## src/rtl/esdi_pkg.sv

```systemverilog
// Shared types and helpers for the ESDI serial command/status engine.
// Holds the FSM state encoding, the odd-parity helper and default word sizing.
package esdi_pkg;

  localparam int DEF_CMD_BITS = 16;
  localparam int WORD_BITS    = DEF_CMD_BITS + 1;

  typedef enum logic [3:0] {
    ST_IDLE,
    ST_SETUP,
    ST_CMD_REQ,
    ST_CMD_ACKH,
    ST_CMD_ACKL,
    ST_STS_REQ,
    ST_STS_ACKH,
    ST_STS_ACKL,
    ST_FIN
  } esdi_state_e;

  // Returns the bit that makes the total count of ones (payload + bit) odd.
  // Zero-extension to 64 bits leaves the ones count unchanged.
  function automatic logic odd_par(input logic [63:0] v);
    return ~(^v);
  endfunction

endpackage

```

## src/rtl/esdi_sync.sv

```systemverilog
// Multi-bit flop-chain synchroniser for asynchronous ESDI inputs.
// Every stage clears to 0 on reset.
module esdi_sync #(
  parameter int WIDTH  = 1,
  parameter int STAGES = 2
) (
  input  logic             clk,
  input  logic             rst_n,
  input  logic [WIDTH-1:0] i_d,
  output logic [WIDTH-1:0] o_q
);

  logic [WIDTH-1:0] r_stg [STAGES];

  always_ff @(posedge clk or negedge rst_n) begin
    if (!rst_n) begin
      for (int i = 0; i < STAGES; i++) r_stg[i] <= '0;
    end else begin
      r_stg[0] <= i_d;
      for (int i = 1; i < STAGES; i++) r_stg[i] <= r_stg[i-1];
    end
  end

  assign o_q = r_stg[STAGES-1];

endmodule

```

## src/rtl/esdi_serial_engine.sv

```systemverilog
// ESDI serial command/status engine: shifts a parity-protected command word out
// over the TRANSFER REQ/ACK handshake and optionally collects status words back.
module esdi_serial_engine
  import esdi_pkg::*;
#(
  parameter int DSEL_W      = 3,
  parameter int CMD_BITS    = DEF_CMD_BITS,
  parameter int MAX_STS     = 4,
  parameter int SETUP_CYC   = 4,
  parameter int TIMEOUT_CYC = 65535,
  parameter int SYNC_STAGES = 2
) (
  input  logic                         clk,
  input  logic                         resetn,
  input  logic                         cmd_valid,
  output logic                         cmd_ready,
  input  logic [CMD_BITS-1:0]          cmd_word,
  input  logic [DSEL_W-1:0]            cmd_drive,
  input  logic [3:0]                   cmd_head,
  input  logic [$clog2(MAX_STS+1)-1:0] cmd_nsts,
  output logic                         rsp_valid,
  output logic [CMD_BITS-1:0]          rsp_data,
  output logic                         rsp_perr,
  output logic                         done,
  output logic                         err_timeout,
  output logic                         attention,
  output logic                         esdi_transfer_req,
  output logic                         esdi_command_data,
  input  logic                         esdi_transfer_ack,
  input  logic                         esdi_confstat_data,
  input  logic                         esdi_attention,
  output logic [DSEL_W-1:0]            esdi_drive_select,
  output logic [3:0]                   esdi_head_select
);

  localparam int WB      = CMD_BITS + 1;
  localparam int NSTS_W  = $clog2(MAX_STS + 1);
  localparam int CB_W    = $clog2(WB + 1);
  localparam int TMR_MAX = (TIMEOUT_CYC > SETUP_CYC) ? TIMEOUT_CYC : SETUP_CYC;
  localparam int TMR_W   = $clog2(TMR_MAX + 1);

  logic [2:0]        w_sync;
  logic              w_ack, w_cfs, w_attn;

  esdi_state_e       r_state, w_next;
  logic [TMR_W-1:0]  r_tmr;
  logic [WB-1:0]     r_txw, r_rxw;
  logic [CB_W-1:0]   r_cbit, r_sbit;
  logic [NSTS_W-1:0] r_nsts;
  logic [DSEL_W-1:0] r_dsel;
  logic [3:0]        r_hsel;
  logic              r_req, r_cdata, r_done, r_err;
  logic              r_rsp_valid, r_rsp_perr;
  logic [CMD_BITS-1:0] r_rsp_data;

  logic              w_accept, w_abort, w_bit_adv, w_shift, w_word_end;
  logic              w_in_ack, w_tmo, w_setup_end, w_cmd_left;
  logic [NSTS_W-1:0] w_nsts_clamp;

  esdi_sync #(.WIDTH(3), .STAGES(SYNC_STAGES)) u_sync (
    .clk   (clk),
    .rst_n (resetn),
    .i_d   ({esdi_attention, esdi_confstat_data, esdi_transfer_ack}),
    .o_q   (w_sync)
  );

  assign w_ack  = w_sync[0];
  assign w_cfs  = w_sync[1];
  assign w_attn = w_sync[2];

  assign w_in_ack     = (r_state == ST_CMD_ACKH) || (r_state == ST_CMD_ACKL) ||
                        (r_state == ST_STS_ACKH) || (r_state == ST_STS_ACKL);
  assign w_tmo        = w_in_ack && (r_tmr == TMR_W'(TIMEOUT_CYC - 1));
  assign w_setup_end  = (r_tmr == TMR_W'(SETUP_CYC - 1));
  assign w_cmd_left   = (r_cbit != CB_W'(WB));
  assign w_nsts_clamp = (cmd_nsts > NSTS_W'(MAX_STS)) ? NSTS_W'(MAX_STS) : cmd_nsts;

  always_comb begin
    w_next     = r_state;
    w_accept   = 1'b0;
    w_abort    = 1'b0;
    w_bit_adv  = 1'b0;
    w_shift    = 1'b0;
    w_word_end = 1'b0;
    unique case (r_state)
      ST_IDLE: begin
        if (cmd_valid) begin
          w_accept = 1'b1;
          w_next   = ST_SETUP;
        end
      end
      ST_SETUP: begin
        if (w_setup_end) begin
          if (w_cmd_left)          w_next = ST_CMD_REQ;
          else if (r_nsts != '0)   w_next = ST_STS_REQ;
          else                     w_next = ST_FIN;
        end
      end
      ST_CMD_REQ: w_next = ST_CMD_ACKH;
      ST_CMD_ACKH: begin
        if (w_ack)       w_next = ST_CMD_ACKL;
        else if (w_tmo) begin
          w_abort = 1'b1;
          w_next  = ST_IDLE;
        end
      end
      ST_CMD_ACKL: begin
        if (!w_ack) begin
          w_bit_adv = 1'b1;
          w_next    = ST_SETUP;
        end else if (w_tmo) begin
          w_abort = 1'b1;
          w_next  = ST_IDLE;
        end
      end
      ST_STS_REQ: w_next = ST_STS_ACKH;
      ST_STS_ACKH: begin
        if (w_ack) begin
          w_shift = 1'b1;
          w_next  = ST_STS_ACKL;
        end else if (w_tmo) begin
          w_abort = 1'b1;
          w_next  = ST_IDLE;
        end
      end
      ST_STS_ACKL: begin
        if (!w_ack) begin
          w_word_end = (r_sbit == CB_W'(WB));
          w_next     = ST_SETUP;
        end else if (w_tmo) begin
          w_abort = 1'b1;
          w_next  = ST_IDLE;
        end
      end
      ST_FIN:  w_next = ST_IDLE;
      default: w_next = ST_IDLE;
    endcase
  end

  // State, counters and registered handshake outputs (derived from next state
  // so req/command_data never glitch on the pads).
  always_ff @(posedge clk or negedge resetn) begin
    if (!resetn) begin
      r_state     <= ST_IDLE;
      r_tmr       <= '0;
      r_cbit      <= '0;
      r_sbit      <= '0;
      r_nsts      <= '0;
      r_dsel      <= '0;
      r_hsel      <= '0;
      r_req       <= 1'b0;
      r_cdata     <= 1'b0;
      r_done      <= 1'b0;
      r_err       <= 1'b0;
      r_rsp_valid <= 1'b0;
      r_rsp_perr  <= 1'b0;
      r_rsp_data  <= '0;
    end else begin
      r_state     <= w_next;
      r_tmr       <= (w_next != r_state) ? '0 : r_tmr + TMR_W'(1);
      r_req       <= (w_next == ST_CMD_ACKH) || (w_next == ST_STS_ACKH);
      r_cdata     <= ((w_next == ST_CMD_REQ) || (w_next == ST_CMD_ACKH) ||
                      (w_next == ST_CMD_ACKL)) ? r_txw[WB-1] : 1'b0;
      r_done      <= (r_state == ST_FIN) || w_abort;
      r_rsp_valid <= w_word_end;
      if (w_accept) begin
        r_cbit <= '0;
        r_sbit <= '0;
        r_nsts <= w_nsts_clamp;
        r_dsel <= cmd_drive;
        r_hsel <= cmd_head;
        r_err  <= 1'b0;
      end
      if (w_abort)   r_err  <= 1'b1;
      if (w_bit_adv) r_cbit <= r_cbit + CB_W'(1);
      if (w_shift)   r_sbit <= r_sbit + CB_W'(1);
      if (w_word_end) begin
        r_sbit     <= '0;
        r_nsts     <= r_nsts - NSTS_W'(1);
        r_rsp_data <= r_rxw[WB-1:1];
        r_rsp_perr <= ~(^r_rxw);
      end
    end
  end

  // Datapath shift registers: only meaningful once loaded, so no reset.
  always_ff @(posedge clk) begin
    if (w_accept)  r_txw <= {cmd_word, odd_par(64'(cmd_word))};
    if (w_bit_adv) r_txw <= r_txw << 1;
    if (w_shift)   r_rxw <= {r_rxw[WB-2:0], w_cfs};
  end

  assign cmd_ready         = (r_state == ST_IDLE);
  assign rsp_valid         = r_rsp_valid;
  assign rsp_data          = r_rsp_data;
  assign rsp_perr          = r_rsp_perr;
  assign done              = r_done;
  assign err_timeout       = r_err;
  assign attention         = w_attn;
  assign esdi_transfer_req = r_req;
  assign esdi_command_data = r_cdata;
  assign esdi_drive_select = r_dsel;
  assign esdi_head_select  = r_hsel;

endmodule

```

## config.mk

```make
export PLATFORM = sky130hd
export DESIGN_NAME = esdi_serial_engine
export DESIGN_NICKNAME = d
export VERILOG_FILES = /design/src/rtl/esdi_pkg.sv /design/src/rtl/esdi_sync.sv /design/src/rtl/esdi_serial_engine.sv
export SDC_FILE = /design/constraint.sdc
export NUM_CORES = 1
export LEC_CHECK = 0
export CAP_MARGIN = 20
export CORE_MARGIN = 2
export CORE_UTILIZATION = 56
export DETAILED_ROUTE_END_ITERATION = 16
export GPL_TIMING_DRIVEN = 0
export PLACE_DENSITY = 0.78
export SYNTH_ARGS = -nofsm -noshare
export SYNTH_HDL_FRONTEND = slang
export SYNTH_SLANG_ARGS = --single-unit
```

## constraint.sdc

```tcl
create_clock -name clk -period 4.3 [get_ports clk]
set_input_delay 0.43 -clock clk [delete_from_list [all_inputs] [get_ports clk]]
set_output_delay 0.43 -clock clk [all_outputs]
set_load 0.03 [all_outputs]
```

==> results.toml <==
[run_status]
status = "complete, no violations"

[worst_setup_path]
critPathKind = "reg2out"
crit_chain = "buf_2 > or2_2 > nor3_1 > clkdlybuf4s50_1"
worstPathRequired_ns = 3.87
cp-end-kind = "output pin"
cp_slowest_cell = "clkdlybuf4s50_1"
worstPathArrival_ns = 2.42
cp_max_fo = 10
critPathMaxStageDelay_ns = 0.75
startpoint_type = "register"

[power_and_ir_drop]
total_power_w = 0.00277
p_leak_nw = 2.35
power_density_mw_per_mm2 = 493
ir_drop_uv = 315

[cells_and_area]
fin_nets = 549
syn_to_final_growth_pct = 20.0
drive_above_1_share = 0.0564
antennaDiodeCount = 0
fillers = 628

[drt]
wire_per_inst_microns = 15.0
dr.pass1.iters = 4
routed_wl_mm = 9.29
vias_per_cell = 5.53
drt-initial-drc-count = 191
ant_nets = 0
drc = 0
dr_total_vias = 3422

[cts]
ctsResizeCount = 0
post-cts-setup-buffer-count = 0
clockRootBuffer = "clkbuf_8"
holdBufCountCts = 0
cts_buffers = 9
htreeDepth = 3
clockBufferDepth = 2
cts_sinks = 102
cts_tree = "done"
clkTransAtPathRegs_ns = 0.10
clock_latency_ns = 0.36

[floorplan]
dieHeight_microns = 95.5
io_pins = 63
die_w_microns = 95.5
coreArea_sq_mm = 0.00818
rows = 33
start_util = 0.573
dieArea_sq_mm = 0.00912

[logic_synthesis]
synth_edf_count = 33
async_flop_share = 0.667
synth_cell_types = 53
yosys_warnings = 0
synth_area_sq_mm = 0.00469
synth-seq-area-share = 0.579
syn_avg_cell_area_sq_um = 10.8
synth_seq_cells = 102
synthCells = 436
synth_flop_cell = "dfrtp_1"
synthesis.nets = 476

[timing]
setup_viol = 0
finalCriticalPeriod_ns = 2.85
min_period_over_period = 0.662
hold_slack_ns = 0.181
fin_tns_setup_ns = 0
drv_slew = 0
max_freq_mhz = 351
slew-limit-headroom = 0.427
finalHoldViolCount = 0
rsz0062_at_grt = "false"
worst_pin_slew_ns = 0.860
skew_ns = 0.0112

[global_route]
first_global_vias = 3300
antenna_found_initial = 0
grt_max_degree = 69
grt_use_total = 0.217
grt_first_pass_wirelength_mm = 15.3
grt.overflow.total = 0

[place]
port_buffers = 62
dp_hpwl_mm = 6.69
gp_congestion = 0.857

[min_path]
hold_path.class = "in2async"

[run]
drv_cap = 0
## per-stage QoR
step           worst slack (ns)   util  cell area [sq um]  cells
5_1_grt                    1.39  0.688               5630    619
3_3_place_gp              0.509  0.665               5440    603
4_1_cts                    1.44  0.688               5630    619
6_report                   1.45  0.688               5630    619
2_1_floorplan              1.48      -               4690    436
3_5_place_dp               1.62  0.665               5440    603
## where the power goes
part	switching, W	internal (W)	leakage (nW)
clock	0.000351	0.000223	0.0952
combinational	0.000547	0.000378	1.03
sequential	0.000102	0.00117	1.23
total	0.00100	0.00177	2.35
## state kept, by name (all words and copies together) (netlist names), 4 cells and up
| name | cells |
|---|---|
| esdi_head_select | 4 |
| r_sbit | 5 |
| r_txw | 17 |
| r_cbit | 5 |
| r_tmr | 16 |
| r_state | 4 |
| rsp_data | 16 |
| r_rxw | 17 |
## synth_stat cells (8+ instances only)
| cell | n | share of area |
|---|---|---|
| edfxtp_1 | 33 | 0.21 |
| nand4_1 | 8 | 0.011 |
| ha_1 | 8 | 0.021 |
| nand2_1 | 86 | 0.069 |
| o21ai_0 | 19 | 0.020 |
| nand3_1 | 14 | 0.015 |
| xor2_1 | 15 | 0.028 |
| nor2_1 | 30 | 0.024 |
| dfrtp_1 | 68 | 0.36 |
| inv_1 | 12 | 0.0096 |
| a22o_1 | 16 | 0.030 |
| xnor2_1 | 33 | 0.062 |
| nor3_1 | 11 | 0.012 |
| clkbuf_1 | 9 | 0.0072 |
## layout by cell type, fill, tap and decap left out, types with 14 or more instances in the layout
cell type	netlist	final
xnor2_1	33	33
nand3_1	14	14
edfxtp_1	33	33
o21ai_0	19	19
nand2_1	86	86
dfrtp_1	68	68
nor2_1	30	30
clkdlybuf4s50_1	0	61
xor2_1	15	15
a22o_1	16	16
## kinds of logic after synthesis
group / count (synthesis) / synth area share
compound gates: 60 / 0.0883
buf+inv: 31 / 0.0291
simple gates: 186 / 0.191
xor+xnor: 48 / 0.0897
fa+ha+maj: 8 / 0.0214
mux: 1 / 0.00214
flops: 102 / 0.579
## layout make-up
| class | count | area (sq um) | share of cell area |
|---|---|---|---|
| flip-flops and latches | 102 | 2710 | 0.482 |
| multi-input cells | 303 | 1840 | 0.327 |
| repair buffers | 62 | 618 | 0.110 |
| well taps | 105 | 131 | 0.0234 |
| clock buffers | 9 | 124 | 0.0220 |
| plain buffers | 18 | 87.6 | 0.0156 |
| clock inverters | 7 | 63.8 | 0.0113 |
| inverters | 13 | 48.8 | 0.00867 |
## routing by layer
metal | track usage | share of wire
met2 | 0.356 | 0.49
met5 | 0 | 0
met3 | 0.0364 | 0.046
met4 | 0.0821 | 0.016
met1 | 0.293 | 0.45
## worst paths after layout
path                                      startpoint                      end  slack (ns)  depth (start not counted)
setup / recovery                r_state[2]$_DFF_PN0_                cmd_ready        1.45                          4
hold / removal                                resetn     r_state[2]$_DFF_PN0_        0.18                          1
setup reg to reg                r_state[2]$_DFF_PN0_      r_txw[10]$_DFFE_PP_        1.62                          7
hold reg to reg            u_sync.r_stg[3]$_DFF_PN0_  u_sync.o_q[0]$_DFF_PN0_        0.36                          0
max in group asynchronous                     resetn    r_nsts[1]$_DFFE_PN0P_        3.56                          1
min in group clk           u_sync.r_stg[3]$_DFF_PN0_  u_sync.o_q[0]$_DFF_PN0_        0.36                          0
## critical path, delay by kind of cell, from the launching register on
kind	cells	cell delay, ns
flip-flops	1	0.47
AND/OR/NAND/NOR	2	0.62
buffers and inverters	2	0.96
Note: power is estimated with default switching activity, not from simulation.
==> variant: new RTL, same settings <==
`TIMEOUT_CYC`: 65535 -> 131070.
--- a/src/rtl/esdi_serial_engine.sv
+++ b/src/rtl/esdi_serial_engine.sv
@@ -7,7 +7,7 @@
   parameter int CMD_BITS    = DEF_CMD_BITS,
   parameter int MAX_STS     = 4,
   parameter int SETUP_CYC   = 4,
-  parameter int TIMEOUT_CYC = 65535,
+  parameter int TIMEOUT_CYC = 131070,
   parameter int SYNC_STAGES = 2
 ) (
   input  logic                         clk,
Function: no difference found for any inputs over 10 cycles, from zero or initial values and one cycle with resetn low; that may be too few to reach the edited logic, so the function may still have changed.
==> variant against the unedited design <==
Fmax is 0.59% higher; sequential cell count increased by 1; worst setup slack better by 0.017 ns; total power increased by 10%; final area shrank 0.36%; non-clock buffer count fell by 2; routed wire length decreased by 7.2%; area after synthesis shrank 0.27%; first-iteration DRC count fell by 11%; largest power group unchanged; highest routed layer unchanged.
==> variant: results (changes against the unedited design) <==
Status
  • Status: finished clean (unchanged)

Yosys
  • Mean Syn Cell Area: 11.5 um2 (was 10.8 um2)
  • Async set-reset flop share out of synthesis: 0.670 (was 0.667)
  • Synth area leaders: dfrtp_1 37%, edfxtp_1 21%, xnor2_1 6.6%, mux2_2 4.1%, nand2_1 3.7% (was dfrtp_1 36%, edfxtp_1 21%, nand2_1 6.9%, xnor2_1 6.2%, a22o_1 3.0%)
  • Yosys cell types: 48 (was 53)
  • Top post-synthesis cells by count: 69 x dfrtp_1, 46 x nand2_1, 37 x nor2_1 (was 86 x nand2_1, 68 x dfrtp_1, 33 x edfxtp_1, 33 x xnor2_1, 30 x nor2_1)
  • Seq/Total Area, Yosys: 0.585 (was 0.579)
  • Post-Syn Nets: 446 (was 476)

Route
  • Avg Vias per Cell: 5.43 (was 5.53)
  • 1st-pass router iterations: 5 (was 4)
  • Met3 WL: 332 um (was 426 um)
  • Metal-1 WL: 4.00 mm (was 4.21 mm)
  • Met2 wire len: 4.16 mm (was 4.51 mm)
  • Drt initial violations: 170 (was 191)
  • Avg WL per Cell: 14.6 um (was 15.0 um)

Global route
  • GRT Total Usage: 0.209 (was 0.217)
  • GR met2 Demand/Resource: 0.332 (was 0.356)
  • Vias in the first global route: 3,175 (was 3,300)
  • Met1 Use GR: 0.288 (was 0.293)
  • Largest net degree at the start of global routing: 70 (was 69)
  • First-pass GRT wire length: 14.7 mm (was 15.3 mm)
  • Met3 Track Usage GR: 0.0435 (was 0.0364)

Critical path
  • Crit path DAT: 2.40 ns (was 2.42 ns)
  • Slowest stage delay, CP: 0.78 ns (was 0.75 ns)

Cells and area
  • Fin area: 5610 um2 (was 5630 um2)
  • Final net count: 519 (was 549)
  • Non-filler cells, final: 589 (was 619)
  • # fillers: 618 (was 628)
  • Layout cells sized above 1: 0.0930 (was 0.0564)
  • Top Registers: r_rxw (17), r_tmr (17), r_txw (17) (was r_rxw (17), r_txw (17))

Placed design
  • Cell total after placement: 573 (was 603)
  • Hpwl dp: 6.16 mm (was 6.69 mm)
  • GP Congestion: 0.847 (was 0.857)

Power and ir drop
  • Max VDD drop: 0.316 mV (was 0.315 mV)
  • Sw frac: 0.372 (was 0.361)
  • Lkg Pwr: 2.31 nW (was 2.35 nW)

Hold path
  • Worst Hold Class: in -> async (unchanged)

Clock tree
  • Clk buf depth: 2 (unchanged)

Timing
  • Skew final: 0.0126 ns (was 0.0112 ns)
  • Slew HR: 0.433 (was 0.427)
## variant: changes by cell type in the layout (fill, tap and decap cells not counted), sizes merged, moves of 3 or more
cell	unedited run	this run
nand2	86	46
nor3	11	3
o21ai	19	16
and4	6	0
o211ai	2	6
mux2	0	17
a31oi	4	0
nor2	30	37
nand2b	4	1
## variant: final timing paths
path | from | to | depth (start not counted) | slack [ns]
worst min-delay path | resetn | rsp_data[5] | 1 | 0.18
worst min register to register | u_sync.r_stg[5] | u_sync.o_q[2] | 0 | 0.36
worst max register to register | u_sync.o_q[0] | r_txw[3] | 7 | 1.57
worst max-delay path | r_state[0] | cmd_ready | 3 | 1.47
max in group asynchronous | resetn | rsp_data[12] | 1 | 3.58
min in group clk | u_sync.r_stg[5] | u_sync.o_q[2] | 0 | 0.36
## variant: kinds of logic (layout without fill, tap and decap cells)
group,count (synthesis),in the layout,synth area share
XOR/XNOR,49,49,0.0918
AO/OA/AOI/OAI,54,54,0.0832
flip-flops,103,103,0.585
multiplexers,18,18,0.0431
buffers and inverters,29,107,0.0249
AND/OR/NAND/NOR,145,145,0.150
adder cells (fa/ha/maj),8,8,0.0214
## variant: final cells by class
| type | instances | share of cell area |
|---|---|---|
| sequential | 103 | 0.488 |
| multi-input combinational | 274 | 0.325 |
| timing repair buffer | 62 | 0.110 |
| tap | 105 | 0.0234 |
| clock buffer | 9 | 0.0221 |
| buffer | 16 | 0.0121 |
| clock inverter | 7 | 0.0100 |
| inverter | 13 | 0.00871 |
## variant: power groups by stage
stage	Clock [mW]	Sequential [mW]	Combinational [mW]
6_report	0.557	1.37	1.12
5_1_grt	0.611	1.40	1.26
4_1_cts	0.571	1.37	1.13
3_5_place_dp	0	1.39	1.12
3_3_place_gp	0	1.38	1.09
2_1_floorplan	0	1.50	0.640
